### src/rtl/multisim_pull_arbiter.sv
// Round-robin arbiter that fans one pull-channel stream out to NUM_REQ consumers through a one-beat buffer.
// Optional per-requester transfer counters are enabled with `define MULTISIM_PULL_ARB_STATS_EN.
module multisim_pull_arbiter #(
  parameter int DATA_WIDTH = 64,
  parameter int NUM_REQ    = 4,
  parameter int BURST_LEN  = 4
) (
  input  logic                  clk,
  input  logic                  rst_n,
  input  logic                  up_vld,
  output logic                  up_rdy,
  input  logic [DATA_WIDTH-1:0] up_data,
  input  logic [NUM_REQ-1:0]    req,
  output logic [NUM_REQ-1:0]    grant,
  output logic [NUM_REQ-1:0]    dn_vld,
  input  logic [NUM_REQ-1:0]    dn_rdy,
  output logic [DATA_WIDTH-1:0] dn_data
`ifdef MULTISIM_PULL_ARB_STATS_EN
  ,
  input  logic                  stats_clr,
  output logic [NUM_REQ*32-1:0] beat_count
`endif
);

  localparam int IDX_W = $clog2(NUM_REQ);
  localparam int CNT_W = (BURST_LEN == 0) ? 1 : $clog2(BURST_LEN + 1);

  typedef enum logic {IDLE, BURST} state_e;

  state_e                  state_q,    state_d;
  logic [NUM_REQ-1:0]      grant_q,    grant_d;
  logic [IDX_W-1:0]        gidx_q,     gidx_d;
  logic [IDX_W-1:0]        rr_ptr_q,   rr_ptr_d;
  logic [CNT_W-1:0]        beat_cnt_q, beat_cnt_d;
  logic                    buf_vld_q,  buf_vld_d;
  logic [IDX_W-1:0]        buf_dst_q,  buf_dst_d;
  logic [DATA_WIDTH-1:0]   buf_data_q, buf_data_d;

  logic             pick_found;
  logic [IDX_W-1:0] pick_idx;
  logic [IDX_W-1:0] cand;
  logic             accept;
  logic             drain;
  logic             last_beat;
  logic             req_gone;

  // NOTE: every variable driven in always_comb gets a default first, so no path can infer a latch.
  always_comb begin
    pick_found = 1'b0;
    pick_idx   = '0;
    cand       = '0;
    for (int k = 1; k <= NUM_REQ; k++) begin
      cand = IDX_W'((int'(rr_ptr_q) + k) % NUM_REQ);
      if (!pick_found && req[cand]) begin
        pick_found = 1'b1;
        pick_idx   = cand;
      end
    end
  end

  assign drain     = buf_vld_q && dn_rdy[buf_dst_q];
  assign up_rdy    = (state_q == BURST) && (!buf_vld_q || dn_rdy[buf_dst_q]);
  assign accept    = up_vld && up_rdy;
  assign last_beat = (BURST_LEN != 0) && accept && (beat_cnt_q == CNT_W'(BURST_LEN - 1));
  assign req_gone  = !req[gidx_q] && !accept;

  always_comb begin
    state_d    = state_q;
    grant_d    = grant_q;
    gidx_d     = gidx_q;
    rr_ptr_d   = rr_ptr_q;
    beat_cnt_d = beat_cnt_q;
    buf_vld_d  = buf_vld_q;
    buf_dst_d  = buf_dst_q;
    buf_data_d = buf_data_q;

    if (drain) buf_vld_d = 1'b0;
    // A load in the drain cycle wins, giving back-to-back beats.
    if (accept) begin
      buf_vld_d  = 1'b1;
      buf_dst_d  = gidx_q;
      buf_data_d = up_data;
      if (beat_cnt_q != '1) beat_cnt_d = beat_cnt_q + 1'b1;
    end

    case (state_q)
      IDLE: begin
        if (pick_found) begin
          state_d    = BURST;
          gidx_d     = pick_idx;
          grant_d    = NUM_REQ'(1) << pick_idx;
          beat_cnt_d = '0;
        end
      end
      BURST: begin
        if (last_beat || req_gone) begin
          state_d  = IDLE;
          rr_ptr_d = gidx_q;
          grant_d  = '0;
        end
      end
      default: state_d = IDLE;
    endcase
  end

  // NOTE: sequential state uses non-blocking assignments so all flops update together at the edge.
  always_ff @(posedge clk) begin
    if (!rst_n) begin
      state_q    <= IDLE;
      grant_q    <= '0;
      gidx_q     <= '0;
      rr_ptr_q   <= IDX_W'(NUM_REQ - 1);
      beat_cnt_q <= '0;
      buf_vld_q  <= 1'b0;
      buf_dst_q  <= '0;
      // NOTE: the data register is reset too because dn_data is visible and must read zero after reset.
      buf_data_q <= '0;
    end else begin
      state_q    <= state_d;
      grant_q    <= grant_d;
      gidx_q     <= gidx_d;
      rr_ptr_q   <= rr_ptr_d;
      beat_cnt_q <= beat_cnt_d;
      buf_vld_q  <= buf_vld_d;
      buf_dst_q  <= buf_dst_d;
      buf_data_q <= buf_data_d;
    end
  end

  always_comb begin
    dn_vld = '0;
    if (buf_vld_q) dn_vld[buf_dst_q] = 1'b1;
  end

  assign grant   = grant_q;
  assign dn_data = buf_data_q;

`ifdef MULTISIM_PULL_ARB_STATS_EN
  logic [NUM_REQ-1:0][31:0] stat_q, stat_d;

  always_comb begin
    stat_d = stat_q;
    for (int i = 0; i < NUM_REQ; i++) begin
      if (dn_vld[i] && dn_rdy[i]) stat_d[i] = stat_q[i] + 32'd1;
    end
    if (stats_clr) stat_d = '0;
  end

  always_ff @(posedge clk) begin
    if (!rst_n) stat_q <= '0;
    else        stat_q <= stat_d;
  end

  assign beat_count = stat_q;
`endif

`ifndef SYNTHESIS
  a_grant_onehot0: assert property (@(posedge clk) disable iff (!rst_n) $onehot0(grant_q));
  a_dn_vld_onehot0: assert property (@(posedge clk) disable iff (!rst_n) $onehot0(dn_vld));
  a_idle_no_rdy: assert property (@(posedge clk) disable iff (!rst_n) (state_q == IDLE) |-> !up_rdy);
`endif

endmodule

### config.mk
export PLATFORM = sky130hd
export DESIGN_NAME = multisim_pull_arbiter
export DESIGN_NICKNAME = d
export VERILOG_FILES = /design/src/rtl/multisim_pull_arbiter.sv
export SDC_FILE = /design/constraint.sdc
export NUM_CORES = 1
export LEC_CHECK = 0
export BUFFER_PORTS_ARGS = -buffer_cell sky130_fd_sc_hd__buf_2
export CAP_MARGIN = 20
export CORE_ASPECT_RATIO = 1.1
export CORE_MARGIN = 2
export CORE_UTILIZATION = 47
export CTS_CLUSTER_DIAMETER = 200
export DETAILED_ROUTE_END_ITERATION = 8
export HOLD_SLACK_MARGIN = 0.06
export PLACE_DENSITY = 0.79
export SYNTH_ARGS = -nofsm -noshare
export SYNTH_HDL_FRONTEND = slang
export SYNTH_SLANG_ARGS = --single-unit
### constraint.sdc
create_clock -name clk -period 1.9 [get_ports clk]
set_input_delay 0.38 -clock clk [delete_from_list [all_inputs] [get_ports clk]]
set_output_delay 0.38 -clock clk [all_outputs]
set_load 0.05 [all_outputs]
==> results of run 1 <==
## state kept, by name, summed over array words and instances, names as in the netlist
register,count
rr_ptr_q,2
buf_vld_q,1
gidx_q,2
grant,4
beat_cnt_q,3
dn_data,64
state_q,1
buf_dst_q,2
## cell usage in the layout (no fill, tap or decap), types with 2 or more instances in the layout
master and count:
a211oi_1 2, a21oi_1 50, a21oi_2 20, a31oi_1 2, and2_1 3, buf_12 4
buf_2 146, buf_4 8, clkbuf_1 2, clkbuf_8 9, clkinvlp_4 2, dfxtp_1 78
inv_1 2, inv_2 2, mux2_4 2, mux2i_1 5, nand2_1 6, nand2b_1 4
nand3_1 60, nand3_2 10, nor2_1 13, o21ai_0 42, o21ai_1 23, o22ai_1 2
o31ai_1 2, o32ai_1 4
## Yosys cell counts, types with 2 or more instances
cell and n:
nand3_1 60, o22ai_1 2, o21ai_0 42, clkbuf_1 16
inv_1 4, o31ai_1 2, mux2i_1 5, clkbuf_2 4
a31oi_1 2, a21oi_2 20, o32ai_1 4, nor2_1 13
a21oi_1 50, a211oi_1 2, and2_1 3, buf_6 3
o21ai_1 23, buf_12 2, dfxtp_1 79, mux2_4 2
nand2_1 6, nand2b_1 4, buf_2 7, nand3_2 10
buf_1 5
## how the worst min path moves through the flow
stage / slack, ns / startpoint / cells after the start / endpoint
global route: 0.26 / up_data[46] / 3 / dn_data[46]$_SDFFE_PN0P_
finish: 0.27 / up_data[45] / 3 / dn_data[45]$_SDFFE_PN0P_
detailed placement: 0.46 / dn_data[63]$_SDFFE_PN0P_ / 2 / dn_data[63]$_SDFFE_PN0P_
floorplan: 0.45 / beat_cnt_q[1]$_SDFF_PN0_ / 2 / beat_cnt_q[1]$_SDFF_PN0_
global placement: 0.46 / dn_data[17]$_SDFFE_PN0P_ / 2 / dn_data[17]$_SDFFE_PN0P_
CTS: 0.25 / up_data[45] / 3 / dn_data[45]$_SDFFE_PN0P_
## cell families after synthesis
kind of cell / synth area share (%)
AOI/OAI and AO/OA: 26.7
and+or+nand+nor: 16.4
DFF: 46.0
buffers and inverters: 7.31
muxes: 3.31
adders and majority gates: 0.364
## per-stage QoR
step | total power [mW] | setup slack [ns] | hold WS (ns)
detailed placement | 2.69 | 0.132 | 0.462
global placement | 2.67 | 0.184 | 0.457
CTS | 3.91 | 0.0257 | 0.252
floorplan | 2.46 | 0.193 | 0.451
global route | 4.05 | 0.00396 | 0.258
finish | 3.87 | 0.0673 | 0.270
## metal layers
| metal | up-vias | global-route usage [%] |
|---|---|---|
| met4 | 0 | 9.79 |
| li1 | 1669 | - |
| met5 | - | 0 |
| met2 | 124 | 37.2 |
| met3 | 12 | 4.48 |
| met1 | 1588 | 27.5 |
## power by group
part	total, mW	switching, mW	internal (mW)	leakage [nW]
registers	1.79	0.0524	1.74	0.645
logic	0.862	0.602	0.260	1.13
clock network	1.21	0.604	0.608	0.0895
## critical path, stage by stage (launching register included)
cell,delay [ns]
dfxtp_4,0.38
mux2_4,0.32
o221ai_4,0.21
inv_4,0.06
buf_6,0.15
## what timing repair did
| item | 4_1_cts | 5_1_grt |
|---|---|---|
| buffers inserted | 1 | 0 |
| pin swaps | 1 | 1 |
| resized for setup | 4 | 0 |
| endpoints found under the setup margin | 1 | 1 |
## cell type report
class / instances / area [um2]
clock buffers: 11 / 131
clock inverters: 5 / 58.8
fillers: 617 / 2650
inverters: 5 / 21.3
multi-input cells: 267 / 1610
flip-flops and latches: 79 / 1590
well taps: 85 / 106
repair buffers: 159 / 882
==> impl_metrics.yaml, run 1 <==
worst_setup_path:
  worstPathMaxFanout: 4
  ff2ff_setup_slack_ns: 0.09
  arrival_ns: 1.45
  timing.rr.end: "beat_cnt_q[0]$_SDFF_PN0_"
  critPathKind: "register to primary output"
  cp.required_ns: 1.52
  critPathCaptureType: "primary output"
  r2r_start: "buf_dst_q[0]$_SDFFE_PN0P_"
  setup.worst_path.start: "buf_dst_q[1]$_SDFFE_PN0P_"
  crit_end: "up_rdy"
  ff2ff_path_depth: 6
  start_kind: "register"
placement:
  gp_congestion: 0.801
  post_dp_cell_area_mm2: 0.00419
  portBuffers: 147
  dp.cells: 594
  hpwl_mm: 6.12
timing:
  finalSetupViolations: 0
  finalCritPeriodShare_pct: 96.5
  skew_ns: 0.00842
  rsz0062_at_grt: "false"
  slew_headroom_pct: 49.9
  hold_viol: 0
  final.setup.tns_ns: 0
  tightest_slew_ns: 0.752
  fin_crit_ns: 1.83
  slew_viol_final: 0
  max_freq_mhz: 546
yosys:
  synthCells: 390
  async_reset_ff_share_pct: 0
  syn_nets: 466
  synth_enable_flop_cells: 0
  ys_seq_elements: 79
  synth_area_leaders: "dfxtp_1 46%, nand3_1 8.7%, a21oi_1 7.3%"
  syn_avg_cell_area_um2: 8.82
  ys_types: 45
  ys_warn_count: 0
  synth-main-ff-cell: "dfxtp_1"
  synth_top_area_share_pct: 46.0
  synth_area_mm2: 0.00344
  synth_area_leader_cell: "dfxtp_1"
  yosysSeqAreaShare_pct: 46.0
floorplan:
  dieArea_mm2: 0.00802
  fp-row-count: 32
  core_area_mm2: 0.00705
  die_y_um: 93.7
  ios: 148
  dieWidth_um: 85.6
  initial_core_util_pct: 48.8
drt:
  routed.top_layer: "met4"
  wl_mm: 9.00
  wl_met3_um: 623
  via_per_inst: 5.55
  drt-met1-wl_mm: 3.86
  wl_met2_mm: 4.39
  wl_per_cell_um: 14.7
  via_count: 3393
  drt_iter0_drc: 156
  drc: 0
  final_antenna_net_count: 0
  first_pass_iters: 5
cts:
  cts_hold_buf: 0
  cts.sinks: 79
  worstSkewPairLatency_ns: 0.34
  cts_root_buffer: "clkbuf_8"
  cts_buffers: 9
  htreeDepth: 3
  clkTransAtPathRegs_ns: 0.08
  cts_tree: "built"
  cts_buffer_depth: 2
power_and_ir_drop:
  power_density_mw_per_mm2: 881
  cellLeakagePower_nw: 1.87
  ir_drop_uv: 531
global_route:
  grt_pass1_wl_mm: 14.5
  grt_pass1_vias: 3182
  grt_overflow: 0
  grt_max_degree: 70
  antenna_found_initial: 0
  grt.total_usage_pct: 22.2
job:
  drv_cap: 0
cells_and_area:
  fin_area_mm2: 0.00439
  drive_gt1_share_pct: 40.9
  diodes: 0
  final_cells: 611
  fin_util_pct: 62.3
  area_delta_synth_final_pct: 27.7
  nets: 597
outcome:
  outcome: "complete, no violations"
worst_hold_path:
  hold_class: "input pin to register"
Note: power is estimated with default switching activity, not from simulation.
==> inputs of run 2 (changes only) <==
SLEW_MARGIN = 5   (was not set)
clock period = 2 ns   (was 1.9 ns; I/O delays follow)
==> impl_metrics.yaml, run 2 (synthesized netlist as in run 1, its figures left out) <==
outcome:
  outcome: "complete, no violations"
drt:
  final_antenna_net_count: 0
  wl_per_cell_um: 14.9
  first_pass_iters: 7
  wl_mm: 9.07
  via_per_inst: 5.57
  drc: 0
  drt_iter0_drc: 142
  via_count: 3385
worst_setup_path:
  arrival_ns: 1.53
  start_kind: "register"
  critPathKind: "register to primary output"
  slowest_delay_ns: 0.38
  path_cells: "mux2_4 -> o221ai_4 -> inv_4 -> buf_4"
  ff2ff_setup_slack_ns: 0.20
  critPathSlowestCell: "dfxtp_2"
  critPathCaptureType: "primary output"
  cp.required_ns: 1.60
  worstPathMaxFanout: 4
global_route:
  grt_max_degree: 70
  grt_pass1_vias: 3249
  antenna_found_initial: 0
  grt_overflow: 0
  grt_pass1_wl_mm: 14.7
  grt.total_usage_pct: 22.4
timing:
  skew_ns: 0.00938
  max_freq_mhz: 518
  finalCritPeriodShare_pct: 96.5
  rsz0062_at_grt: "false"
  hold_viol: 0
  tightest_slew_ns: 0.774
  slew_headroom_pct: 48.4
  finalSetupViolations: 0
  slew_viol_final: 0
  final.setup.tns_ns: 0
  fin_crit_ns: 1.93
placement:
  portBuffers: 147
  dp.cells: 593
  gp_congestion: 0.787
  hpwl_mm: 6.13
cells_and_area:
  largest_register_ffs: 64
  diodes: 0
  area_delta_synth_final_pct: 27.8
  multi_input_area_mm2: 0.00161
  fillers: 645
  final_common_cell: "buf_2"
  drive_gt1_share_pct: 40.9
  nets: 596
  final_cell_mix: "146 x buf_2, 78 x dfxtp_1, 60 x nand3_1"
  final_cells: 608
  regArea_mm2: 0.00158
cts:
  cts_tree: "built"
  clkTransAtPathRegs_ns: 0.08
  cts_buffers: 9
  htreeDepth: 3
  cts_root_buffer: "clkbuf_8"
  worstSkewPairLatency_ns: 0.33
  cts.sinks: 79
  cts_buffer_depth: 2
floorplan:
  dieWidth_um: 85.6
  fp-row-count: 32
  initial_core_util_pct: 48.8
  die_y_um: 93.7
  ios: 148
  core_area_mm2: 0.00705
  dieArea_mm2: 0.00802
power_and_ir_drop:
  power.total_mw: 3.90
  power_density_mw_per_mm2: 888
  cellLeakagePower_nw: 1.88
  ir_drop_uv: 557
job:
  drv_cap: 0
worst_hold_path:
  hold_class: "input pin to register"
[run 2: cell count changes in the layout (fill, tap and decap cells not counted), sizes merged]
cell and change:
bufinv +2, clkinvlp -2, clkbuf -1, buf -1, clkinv -1
[run 2: metal layers]
metal	global-route usage, %	share of wire [%]	vias up
li1	-	-	1663
met1	27.1	42	1575
met2	38.7	48	128
met3	4.57	7.0	19
met4	9.13	2.4	0
met5	0	0	-
[run 2: worst max-delay path: cells and delay by family, from the launching register on]
kind	cells	cell delay (ns)
multiplexers	1	0.33
buffers and inverters	2	0.25
flip-flops	1	0.38
AO/OA/AOI/OAI	1	0.23
[run 2: repair_timing]
| item | 4_1_cts | 5_1_grt |
|---|---|---|
| buffers inserted | 1 | 0 |
| setup endpoints to repair | 1 | 1 |
| pin swaps | 1 | 0 |
| hold buffers | 0 | 0 |
| gates resized for setup | 1 | 2 |
[run 2: path summary, 6_finish.rpt]
path,start,to,cells past startpoint
hold reg to reg,dn_data[59]$_SDFFE_PN0P_,dn_data[59]$_SDFFE_PN0P_,2
setup / recovery,buf_dst_q[1]$_SDFFE_PN0P_,up_rdy,4
hold / removal,up_data[44],dn_data[44]$_SDFFE_PN0P_,3
setup reg to reg,buf_dst_q[1]$_SDFFE_PN0P_,dn_data[37]$_SDFFE_PN0P_,6
[run 2: final cells by class]
cell class / count / area share [%]
Sequential cell: 79 / 36.0
Multi-Input combinational cell: 267 / 36.6
Tap cell: 85 / 2.42
Timing Repair Buffer: 158 / 19.2
Inverter: 5 / 0.484
Clock buffer: 10 / 3.13
Clock inverter: 4 / 2.16
[run 2: through the flow]
stage               util, %  worst slack [ns]  hold slack, ns  cell area [um2]
global route           62.4           0.00171           0.297             4400
finish                 62.4            0.0709           0.296             4400
global placement       58.9             0.236           0.456             4150
floorplan                 -             0.273           0.451             3440
detailed placement     58.9             0.161           0.464             4150
CTS                    62.4            0.0340           0.285             4390
[run 2: where the power goes]
part / total, mW / internal (mW) / leakage (nW) / switching, mW
logic: 0.809 / 0.236 / 1.12 / 0.573
registers: 1.71 / 1.66 / 0.645 / 0.0490
clock network: 1.39 / 0.848 / 0.118 / 0.541
